--- config.mk ---
export PLATFORM = sky130hd
export DESIGN_NAME = apb_req_arbiter_flat
export DESIGN_NICKNAME = d
export VERILOG_FILES = /design/src/rtl/apb_req_arbiter_if.sv /design/src/rtl/apb_req_arbiter.sv /design/src/flat_wrapper.sv
export SDC_FILE = /design/constraint.sdc
export NUM_CORES = 1
export LEC_CHECK = 0
export CORE_ASPECT_RATIO = 0.7
export CORE_MARGIN = 2
export CORE_UTILIZATION = 39
export DETAILED_ROUTE_END_ITERATION = 8
export GPL_ROUTABILITY_DRIVEN = 1
export GPL_TIMING_DRIVEN = 0
export PLACE_DENSITY_LB_ADDON = 0.08
export RECOVER_POWER = 100
export SYNTH_ARGS = -nofsm -noshare
export SYNTH_HDL_FRONTEND = slang
export SYNTH_SLANG_ARGS = --single-unit
--- constraint.sdc ---
create_clock -name pclk -period 2.7 [get_ports pclk]
set_input_delay 0.81 -clock pclk [delete_from_list [all_inputs] [get_ports pclk]]
set_output_delay 0.81 -clock pclk [all_outputs]
set_load 0.01 [all_outputs]
--- src/rtl/apb_req_arbiter_if.sv ---
// ---------------------------------------------------------------------------
// apb_req_arbiter_if
//
// Bundles every non-clock, non-reset signal of apb_req_arbiter.
//
// Requester side (4 requesters, requester i owns slice i of each vector):
//   req_valid[4], req_write[4], req_psel[8], req_addr[4*AW], req_wdata[4*DW]
//   req_done[4] (one-hot completion pulse), req_err, rdata, grant_id, busy
// APB master command side:
//   t_valid, pwrite_in, psel_in[2], paddr_in, pwdata_in   (arbiter -> master)
//   m_ready                                               (master -> arbiter)
// APB bus observation:
//   penable, pready, prdata                               (bus -> arbiter)
//
// Modports:
//   slave  - the arbiter's view
//   master - the environment's view (requesters + APB master + bus)
// ---------------------------------------------------------------------------
interface apb_req_arbiter_if #(
    parameter int DATA_WIDTH = 16,
    parameter int ADDR_WIDTH = 4
);
    // Requester side
    logic [3:0]              req_valid;
    logic [3:0]              req_write;
    logic [7:0]              req_psel;
    logic [4*ADDR_WIDTH-1:0] req_addr;
    logic [4*DATA_WIDTH-1:0] req_wdata;
    logic [3:0]              req_done;
    logic                    req_err;
    logic [DATA_WIDTH-1:0]   rdata;
    logic [1:0]              grant_id;
    logic                    busy;

    // APB master command side
    logic                    t_valid;
    logic                    pwrite_in;
    logic [1:0]              psel_in;
    logic [ADDR_WIDTH-1:0]   paddr_in;
    logic [DATA_WIDTH-1:0]   pwdata_in;
    logic                    m_ready;

    // APB bus observation
    logic                    penable;
    logic                    pready;
    logic [DATA_WIDTH-1:0]   prdata;

    modport slave (
        input  req_valid, req_write, req_psel, req_addr, req_wdata,
        input  m_ready, penable, pready, prdata,
        output req_done, req_err, rdata, grant_id, busy,
        output t_valid, pwrite_in, psel_in, paddr_in, pwdata_in
    );

    modport master (
        output req_valid, req_write, req_psel, req_addr, req_wdata,
        output m_ready, penable, pready, prdata,
        input  req_done, req_err, rdata, grant_id, busy,
        input  t_valid, pwrite_in, psel_in, paddr_in, pwdata_in
    );
endinterface

--- src/rtl/apb_req_arbiter.sv ---
// ---------------------------------------------------------------------------
// apb_req_arbiter
//
// Arbitrates four requesters onto a single APB master. In IDLE a winner is
// chosen, its command fields are latched, and the transfer is handed to the
// APB master through t_valid / m_ready. Completion (penable && pready) is
// reported back to the winner with a one-cycle one-hot req_done pulse.
// A winner with slave select 2'b00 is rejected straight away with req_err.
//
// Ports:
//   pclk  - clock, all state changes on the rising edge
//   prst  - asynchronous, active-low reset
//   bus   - apb_req_arbiter_if.slave (requester, command and bus signals)
//
// Parameters:
//   DATA_WIDTH - requester / APB data width (default 16)
//   ADDR_WIDTH - requester / APB address width (default 4)
//
// Build option:
//   APB_ARB_FIXED_PRIO_EN - when defined, fixed priority (requester 0 highest);
//                           otherwise round-robin from (last grant + 1) mod 4.
// ---------------------------------------------------------------------------
module apb_req_arbiter #(
    parameter int DATA_WIDTH = 16,
    parameter int ADDR_WIDTH = 4
) (
    input  logic             pclk,
    input  logic             prst,
    apb_req_arbiter_if.slave bus
);

    typedef enum logic [1:0] {
        IDLE  = 2'd0,
        ISSUE = 2'd1,
        WAIT  = 2'd2,
        DONE  = 2'd3
    } state_t;

    state_t                  state_reg;
    logic [1:0]              grant_id_reg;
    logic                    pwrite_reg;
    logic [1:0]              psel_reg;
    logic [ADDR_WIDTH-1:0]   paddr_reg;
    logic [DATA_WIDTH-1:0]   pwdata_reg;
    logic [DATA_WIDTH-1:0]   rdata_reg;
    logic [3:0]              req_done_reg;
    logic                    req_err_reg;
    logic                    t_valid_reg;
`ifndef APB_ARB_FIXED_PRIO_EN
    logic [1:0]              rr_ptr_reg;   // last granted requester
`endif

    // Per-requester views of the packed request vectors
    logic [ADDR_WIDTH-1:0]   addr_slice  [4];
    logic [DATA_WIDTH-1:0]   wdata_slice [4];
    logic [1:0]              psel_slice  [4];

    genvar gi;
    generate
        for (gi = 0; gi < 4; gi++) begin : g_slice
            assign addr_slice[gi]  = bus.req_addr[gi*ADDR_WIDTH +: ADDR_WIDTH];
            assign wdata_slice[gi] = bus.req_wdata[gi*DATA_WIDTH +: DATA_WIDTH];
            assign psel_slice[gi]  = bus.req_psel[2*gi +: 2];
        end
    endgenerate

    // Winner selection. Iterating from lowest to highest priority and letting
    // later matches overwrite earlier ones leaves the highest-priority
    // requester in winner_idx.
    logic       winner_found;
    logic [1:0] winner_idx;

    always_comb begin
        winner_found = 1'b0;
        winner_idx   = 2'd0;
`ifdef APB_ARB_FIXED_PRIO_EN
        for (int k = 3; k >= 0; k--) begin
            if (bus.req_valid[k]) begin
                winner_found = 1'b1;
                winner_idx   = 2'(k);
            end
        end
`else
        // Offset 1 (the requester after the last grant) is the highest
        // priority, offset 4 (the last grant itself) the lowest.
        for (int k = 4; k >= 1; k--) begin
            if (bus.req_valid[rr_ptr_reg + 2'(k)]) begin
                winner_found = 1'b1;
                winner_idx   = rr_ptr_reg + 2'(k);
            end
        end
`endif
    end

    logic xfer_fire;
    assign xfer_fire = bus.penable && bus.pready;

    always_ff @(posedge pclk or negedge prst) begin
        if (!prst) begin
            state_reg    <= IDLE;
            grant_id_reg <= 2'd0;
            pwrite_reg   <= 1'b0;
            psel_reg     <= 2'b00;
            paddr_reg    <= '0;
            pwdata_reg   <= '0;
            rdata_reg    <= '0;
            req_done_reg <= 4'b0000;
            req_err_reg  <= 1'b0;
            t_valid_reg  <= 1'b0;
`ifndef APB_ARB_FIXED_PRIO_EN
            rr_ptr_reg   <= 2'd3;   // requester 0 wins the first round
`endif
        end else begin
            // Completion flags are single-cycle pulses
            req_done_reg <= 4'b0000;
            req_err_reg  <= 1'b0;

            case (state_reg)
                IDLE: begin
                    if (winner_found) begin
                        grant_id_reg <= winner_idx;
                        pwrite_reg   <= bus.req_write[winner_idx];
                        psel_reg     <= psel_slice[winner_idx];
                        paddr_reg    <= addr_slice[winner_idx];
                        pwdata_reg   <= wdata_slice[winner_idx];
`ifndef APB_ARB_FIXED_PRIO_EN
                        rr_ptr_reg   <= winner_idx;
`endif
                        if (psel_slice[winner_idx] == 2'b00) begin
                            // No slave selected: reject without touching the bus
                            state_reg    <= DONE;
                            req_done_reg <= 4'b0001 << winner_idx;
                            req_err_reg  <= 1'b1;
                        end else begin
                            state_reg   <= ISSUE;
                            t_valid_reg <= 1'b1;
                        end
                    end
                end

                ISSUE: begin
                    if (bus.m_ready) begin
                        t_valid_reg <= 1'b0;
                        // m_ready marks the first ACCESS cycle, so a zero
                        // wait-state slave completes in this same cycle.
                        if (xfer_fire) begin
                            if (!pwrite_reg) begin
                                rdata_reg <= bus.prdata;
                            end
                            req_done_reg <= 4'b0001 << grant_id_reg;
                            state_reg    <= DONE;
                        end else begin
                            state_reg <= WAIT;
                        end
                    end
                end

                WAIT: begin
                    // No timeout: a slave may stretch ACCESS indefinitely
                    if (xfer_fire) begin
                        if (!pwrite_reg) begin
                            rdata_reg <= bus.prdata;
                        end
                        req_done_reg <= 4'b0001 << grant_id_reg;
                        state_reg    <= DONE;
                    end
                end

                DONE: begin
                    state_reg <= IDLE;
                end

                default: begin
                    state_reg <= IDLE;
                end
            endcase
        end
    end

    // t_valid drops combinationally as soon as the master accepts
    assign bus.t_valid   = t_valid_reg & ~bus.m_ready;
    assign bus.busy      = (state_reg != IDLE);
    assign bus.req_done  = req_done_reg;
    assign bus.req_err   = req_err_reg;
    assign bus.rdata     = rdata_reg;
    assign bus.grant_id  = grant_id_reg;
    assign bus.pwrite_in = pwrite_reg;
    assign bus.psel_in   = psel_reg;
    assign bus.paddr_in  = paddr_reg;
    assign bus.pwdata_in = pwdata_reg;

endmodule

--- src/flat_wrapper.sv ---
// flat-port wrapper written by rule: the top's interface ports become plain ports
module apb_req_arbiter_flat 
#(
    parameter int DATA_WIDTH = 16,
    parameter int ADDR_WIDTH = 4
)
  (pclk, prst, bus_req_valid, bus_req_write, bus_req_psel, bus_req_addr, bus_req_wdata, bus_m_ready, bus_penable, bus_pready, bus_prdata, bus_req_done, bus_req_err, bus_rdata, bus_grant_id, bus_busy, bus_t_valid, bus_pwrite_in, bus_psel_in, bus_paddr_in, bus_pwdata_in);
  apb_req_arbiter_if #(.DATA_WIDTH(DATA_WIDTH), .ADDR_WIDTH(ADDR_WIDTH)) bus_i ();
  input  logic pclk;
  input  logic prst;
  input wire logic [$bits(bus_i.req_valid)-1:0] bus_req_valid;
  input wire logic [$bits(bus_i.req_write)-1:0] bus_req_write;
  input wire logic [$bits(bus_i.req_psel)-1:0] bus_req_psel;
  input wire logic [$bits(bus_i.req_addr)-1:0] bus_req_addr;
  input wire logic [$bits(bus_i.req_wdata)-1:0] bus_req_wdata;
  input wire logic [$bits(bus_i.m_ready)-1:0] bus_m_ready;
  input wire logic [$bits(bus_i.penable)-1:0] bus_penable;
  input wire logic [$bits(bus_i.pready)-1:0] bus_pready;
  input wire logic [$bits(bus_i.prdata)-1:0] bus_prdata;
  output wire logic [$bits(bus_i.req_done)-1:0] bus_req_done;
  output wire logic [$bits(bus_i.req_err)-1:0] bus_req_err;
  output wire logic [$bits(bus_i.rdata)-1:0] bus_rdata;
  output wire logic [$bits(bus_i.grant_id)-1:0] bus_grant_id;
  output wire logic [$bits(bus_i.busy)-1:0] bus_busy;
  output wire logic [$bits(bus_i.t_valid)-1:0] bus_t_valid;
  output wire logic [$bits(bus_i.pwrite_in)-1:0] bus_pwrite_in;
  output wire logic [$bits(bus_i.psel_in)-1:0] bus_psel_in;
  output wire logic [$bits(bus_i.paddr_in)-1:0] bus_paddr_in;
  output wire logic [$bits(bus_i.pwdata_in)-1:0] bus_pwdata_in;
  assign bus_i.req_valid = bus_req_valid;
  assign bus_i.req_write = bus_req_write;
  assign bus_i.req_psel = bus_req_psel;
  assign bus_i.req_addr = bus_req_addr;
  assign bus_i.req_wdata = bus_req_wdata;
  assign bus_i.m_ready = bus_m_ready;
  assign bus_i.penable = bus_penable;
  assign bus_i.pready = bus_pready;
  assign bus_i.prdata = bus_prdata;
  assign bus_req_done = bus_i.req_done;
  assign bus_req_err = bus_i.req_err;
  assign bus_rdata = bus_i.rdata;
  assign bus_grant_id = bus_i.grant_id;
  assign bus_busy = bus_i.busy;
  assign bus_t_valid = bus_i.t_valid;
  assign bus_pwrite_in = bus_i.pwrite_in;
  assign bus_psel_in = bus_i.psel_in;
  assign bus_paddr_in = bus_i.paddr_in;
  assign bus_pwdata_in = bus_i.pwdata_in;
  apb_req_arbiter #(.DATA_WIDTH(DATA_WIDTH), .ADDR_WIDTH(ADDR_WIDTH)) u_core (.pclk(pclk), .prst(prst), .bus(bus_i));
endmodule
==> results.md, run 1 <==
* Status: completed
* Leakage at around 2.0 nW
* CP required at 1.89 ns
* Initial Util at 0.399
* Largest family of logic cells by synthesized area: compound AO/OA/AOI/OAI gates
* Area fraction of the dominant cell type after synthesis at 0.423
* Post-synthesis cell type count at 45
* Endpoint class of the critical path: primary output
* Vias in the first global route at 2,839
* Crit path launch: bus_m_ready
* Die Wd at 107 um
* Number of flops mapped to enable cells by yosys at 0
* Routed vias at 2,872
* Fin Setup TNS at 0 ns
* Critical path class: in -> out
* Seq pwr share at 0.297
* Post-layout instance area at ~0.0048 mm2
* Post-Synthesis Cells at 263
* I/O pin count at 165
* Total power at 4.46 mW
* Clock buffer depth at 2
* Hold Crit Class: reg -> reg
* Most frequent cells after synthesis: 49 x dfrtp_1, 33 x nand2_1, 25 x o21ai_1
* Most numerous cell in the Yosys netlist: dfrtp_1
* Final setup fails at 0
* Largest net degree at the start of global routing at 40
* Peak supply drop at 0.000493 V
* Port Buffers at 162
* Final nets at 557
* H-tree levels at 2
* CTS tree: built
* Net Sw Frac at 0.390
* Final ANT Viol Nets at 0
* Minimum clock period at 2.63 ns
* Sequential cell area fraction in the yosys report at 0.441
* Fin. Hold Viols at 0
* Syn nets at 384
* Switching pwr at between 1.5 and 2 mW
* Setup crit end: bus_t_valid
* Die area at slightly above 0.008 mm2
* Total wire length at 9460 um
* Simple-gate area share of the yosys netlist at 0.122
* FMAX at roughly 380 MHz
* Clock power share at 0.110
* Clock Sinks at 51
* Xor/xnor share of the synthesized area at 0
* Combinational power share at 0.592
* Clock skew at between 0.007 and 0.008 ns
* Max-cap violation count at 0
* Core box area at 0.00725 mm2
* Synth Area in Compound Gates at 0.209
* Internal power at between 2 and 3 mW
* Mean Syn Cell Area at 11.0 um2
* Top cells by area, synth: dfrtp_1 42%, mux2_4 8.3%, a222oi_1 7.3%
* Layout Area Growth over Synthesis at 65.6%
* Register area at roughly 0.0013 mm2
* Clk Latency, worst-skew pair at 0.31 ns
* Post-synthesis cell area at 0.00290 mm2
* First-pass GRT wire length at between 10,000 and 15,000 um
* Post-CTS Hold Buffers at 0
* Post-synth top area cell: dfrtp_1
* Multi-input logic area at about 0.0015 mm2
* Root Driver: clkbuf_8
* Fillers at about 580
* Main synth FF type: dfrtp_1
* Yosys warns at 0
* Pins over their slew limit at 0
* Pre-Repair DR Iteration Count at 6
* Iter 0 DRT Violations at 195
* Max FO, Critical Path at 4
* CP startpoint kind: input pin
* RSZ-0062 raised after global routing: yes
* Layout cells sized above 1 at 0.146
* Num CTS Buffers at 5
* Reg2reg start: u_core.rr_ptr_reg[0]
* Reg2reg setup slack at 0.23 ns
* Height of the die at 76.1 um
* Via density at 5.37
* Critical Path AT at 1.82 ns
* RR Endpoint: u_core.bus.pwdata_in[9]
* Routed length per instance at 17.7 um
* Slew @ Worst Pin at 0.949 ns
* HPWL Detailed at 7380 um
* Antenna diodes at 0
* Site Rows at 26
* Yosys reg bits at 51
* Placed Area at 0.00466 mm2
* Post-synth ARST share at 1.00
* Worst-path clk slew at 0.09 ns
* Total GRT Usage at 0.228
* Synth Area in Adders at 0.0173
* Initial antenna violation count at 0
* Mux contribution to synthesized area at 0.172
* Grt total ovfl at 0
* R2R cell count at 9
* Final cycle utilization of the critical path at 0.972
* DRC at 0
* PwrDens at 930 mW/mm2
* GPL Wtd Cong at 0.826
* Rel. slew slack at 0.367
cell families after synthesis:
logic type	count (synthesis)
AO/OA/AOI/OAI	82
adder cells (fa/ha/maj)	4
buffers and inverters	22
flip-flops	51
multiplexers	39
AND/OR/NAND/NOR	65
final cells by class:
| type | count | area share |
|---|---|---|
| buffer | 17 | 0.0209 |
| clock buffer | 7 | 0.0201 |
| clock inverter | 1 | 0.00156 |
| inverter | 5 | 0.00391 |
| multi-input combinational | 190 | 0.318 |
| sequential | 51 | 0.266 |
| tap | 98 | 0.0255 |
| timing repair buffer | 166 | 0.343 |
worst min-delay path by stage:
stage	to	slack [ns]	cells after the start	startpoint
2_1_floorplan	u_core.bus.grant_id[0]	0.51	0	prst
3_3_place_gp	u_core.bus.rdata[13]	0.47	1	u_core.bus.rdata[13]
3_5_place_dp	u_core.bus.rdata[12]	0.47	1	u_core.bus.rdata[12]
4_1_cts	u_core.bus.rdata[0]	0.38	1	prst
5_1_grt	u_core.bus.rdata[8]	0.51	1	u_core.bus.rdata[8]
6_report	u_core.bus.pwdata_in[8]	0.48	2	u_core.bus.pwdata_in[8]
metrics by stage:
stage               cells  hold slack [ns]  setup WS [ns]   util
floorplan             263            0.514          0.157      -
global placement      523            0.469         -0.739  0.640
detailed placement    524            0.475         -0.724  0.642
CTS                   535            0.384         0.0305  0.663
global route          535            0.511        -0.0133  0.662
finish                535            0.483         0.0745  0.662
repair_timing:
item                       CTS  global route
resized for setup            9             6
gates cloned                 0             0
setup buffers                3             0
setup endpoints to repair   31            22
pin swaps                    1             0
power by group through the flow:
| stage | Sequential (mW) | Clock, mW | Combinational (mW) |
|---|---|---|---|
| floorplan | 1.48 | 0 | 1.35 |
| global placement | 1.34 | 0 | 2.66 |
| detailed placement | 1.35 | 0 | 2.71 |
| CTS | 1.34 | 0.510 | 2.77 |
| global route | 1.38 | 0.538 | 2.87 |
| finish | 1.33 | 0.492 | 2.64 |
placed cells by master (no fill, tap or decap), types with 2 or more instances in the layout:
cell / instances
mux2_2: 7
dlygate4sd2_1: 2
buf_2: 5
dfrtp_1: 49
nand2_1: 33
nor3_4: 2
nor4_1: 2
clkbuf_2: 8
o22ai_1: 6
nor3_1: 2
clkbuf_8: 7
and2_1: 2
inv_1: 5
mux2_1: 15
dfstp_2: 2
clkbuf_1: 3
mux2_4: 16
nand2b_1: 6
ha_1: 3
clkdlybuf4s50_1: 111
a21oi_1: 7
a222oi_1: 21
dlygate4sd3_1: 47
buf_4: 4
nor2_1: 9
o21ai_0: 9
nor2b_1: 3
a21oi_4: 2
a31oi_1: 3
o311a_1: 4
o21ai_1: 19
buf_6: 2
critical path, cell delays in order:
cell	delay (ns)
dlygate4sd3_1	0.61
nor2b_1	0.12
dlygate4sd2_1	0.27
per-layer routing:
| layer | routed length [um] | GRT usage | up-vias |
|---|---|---|---|
| met2 | 4320 | 0.365 | 123 |
| met5 | 0 | 0 | - |
| met4 | 76 | 0.0468 | 0 |
| met3 | 811 | 0.0522 | 7 |
| li1 | - | - | 1359 |
| met1 | 4250 | 0.316 | 1383 |
Power figures use the tool's default switching activity.
==> run 2, diff against run 1 <==
CTS_CLUSTER_DIAMETER = 100   (was unset)
==> results of run 2 <==
The final DEF is identical to that of run 1; final timing and power are the same.
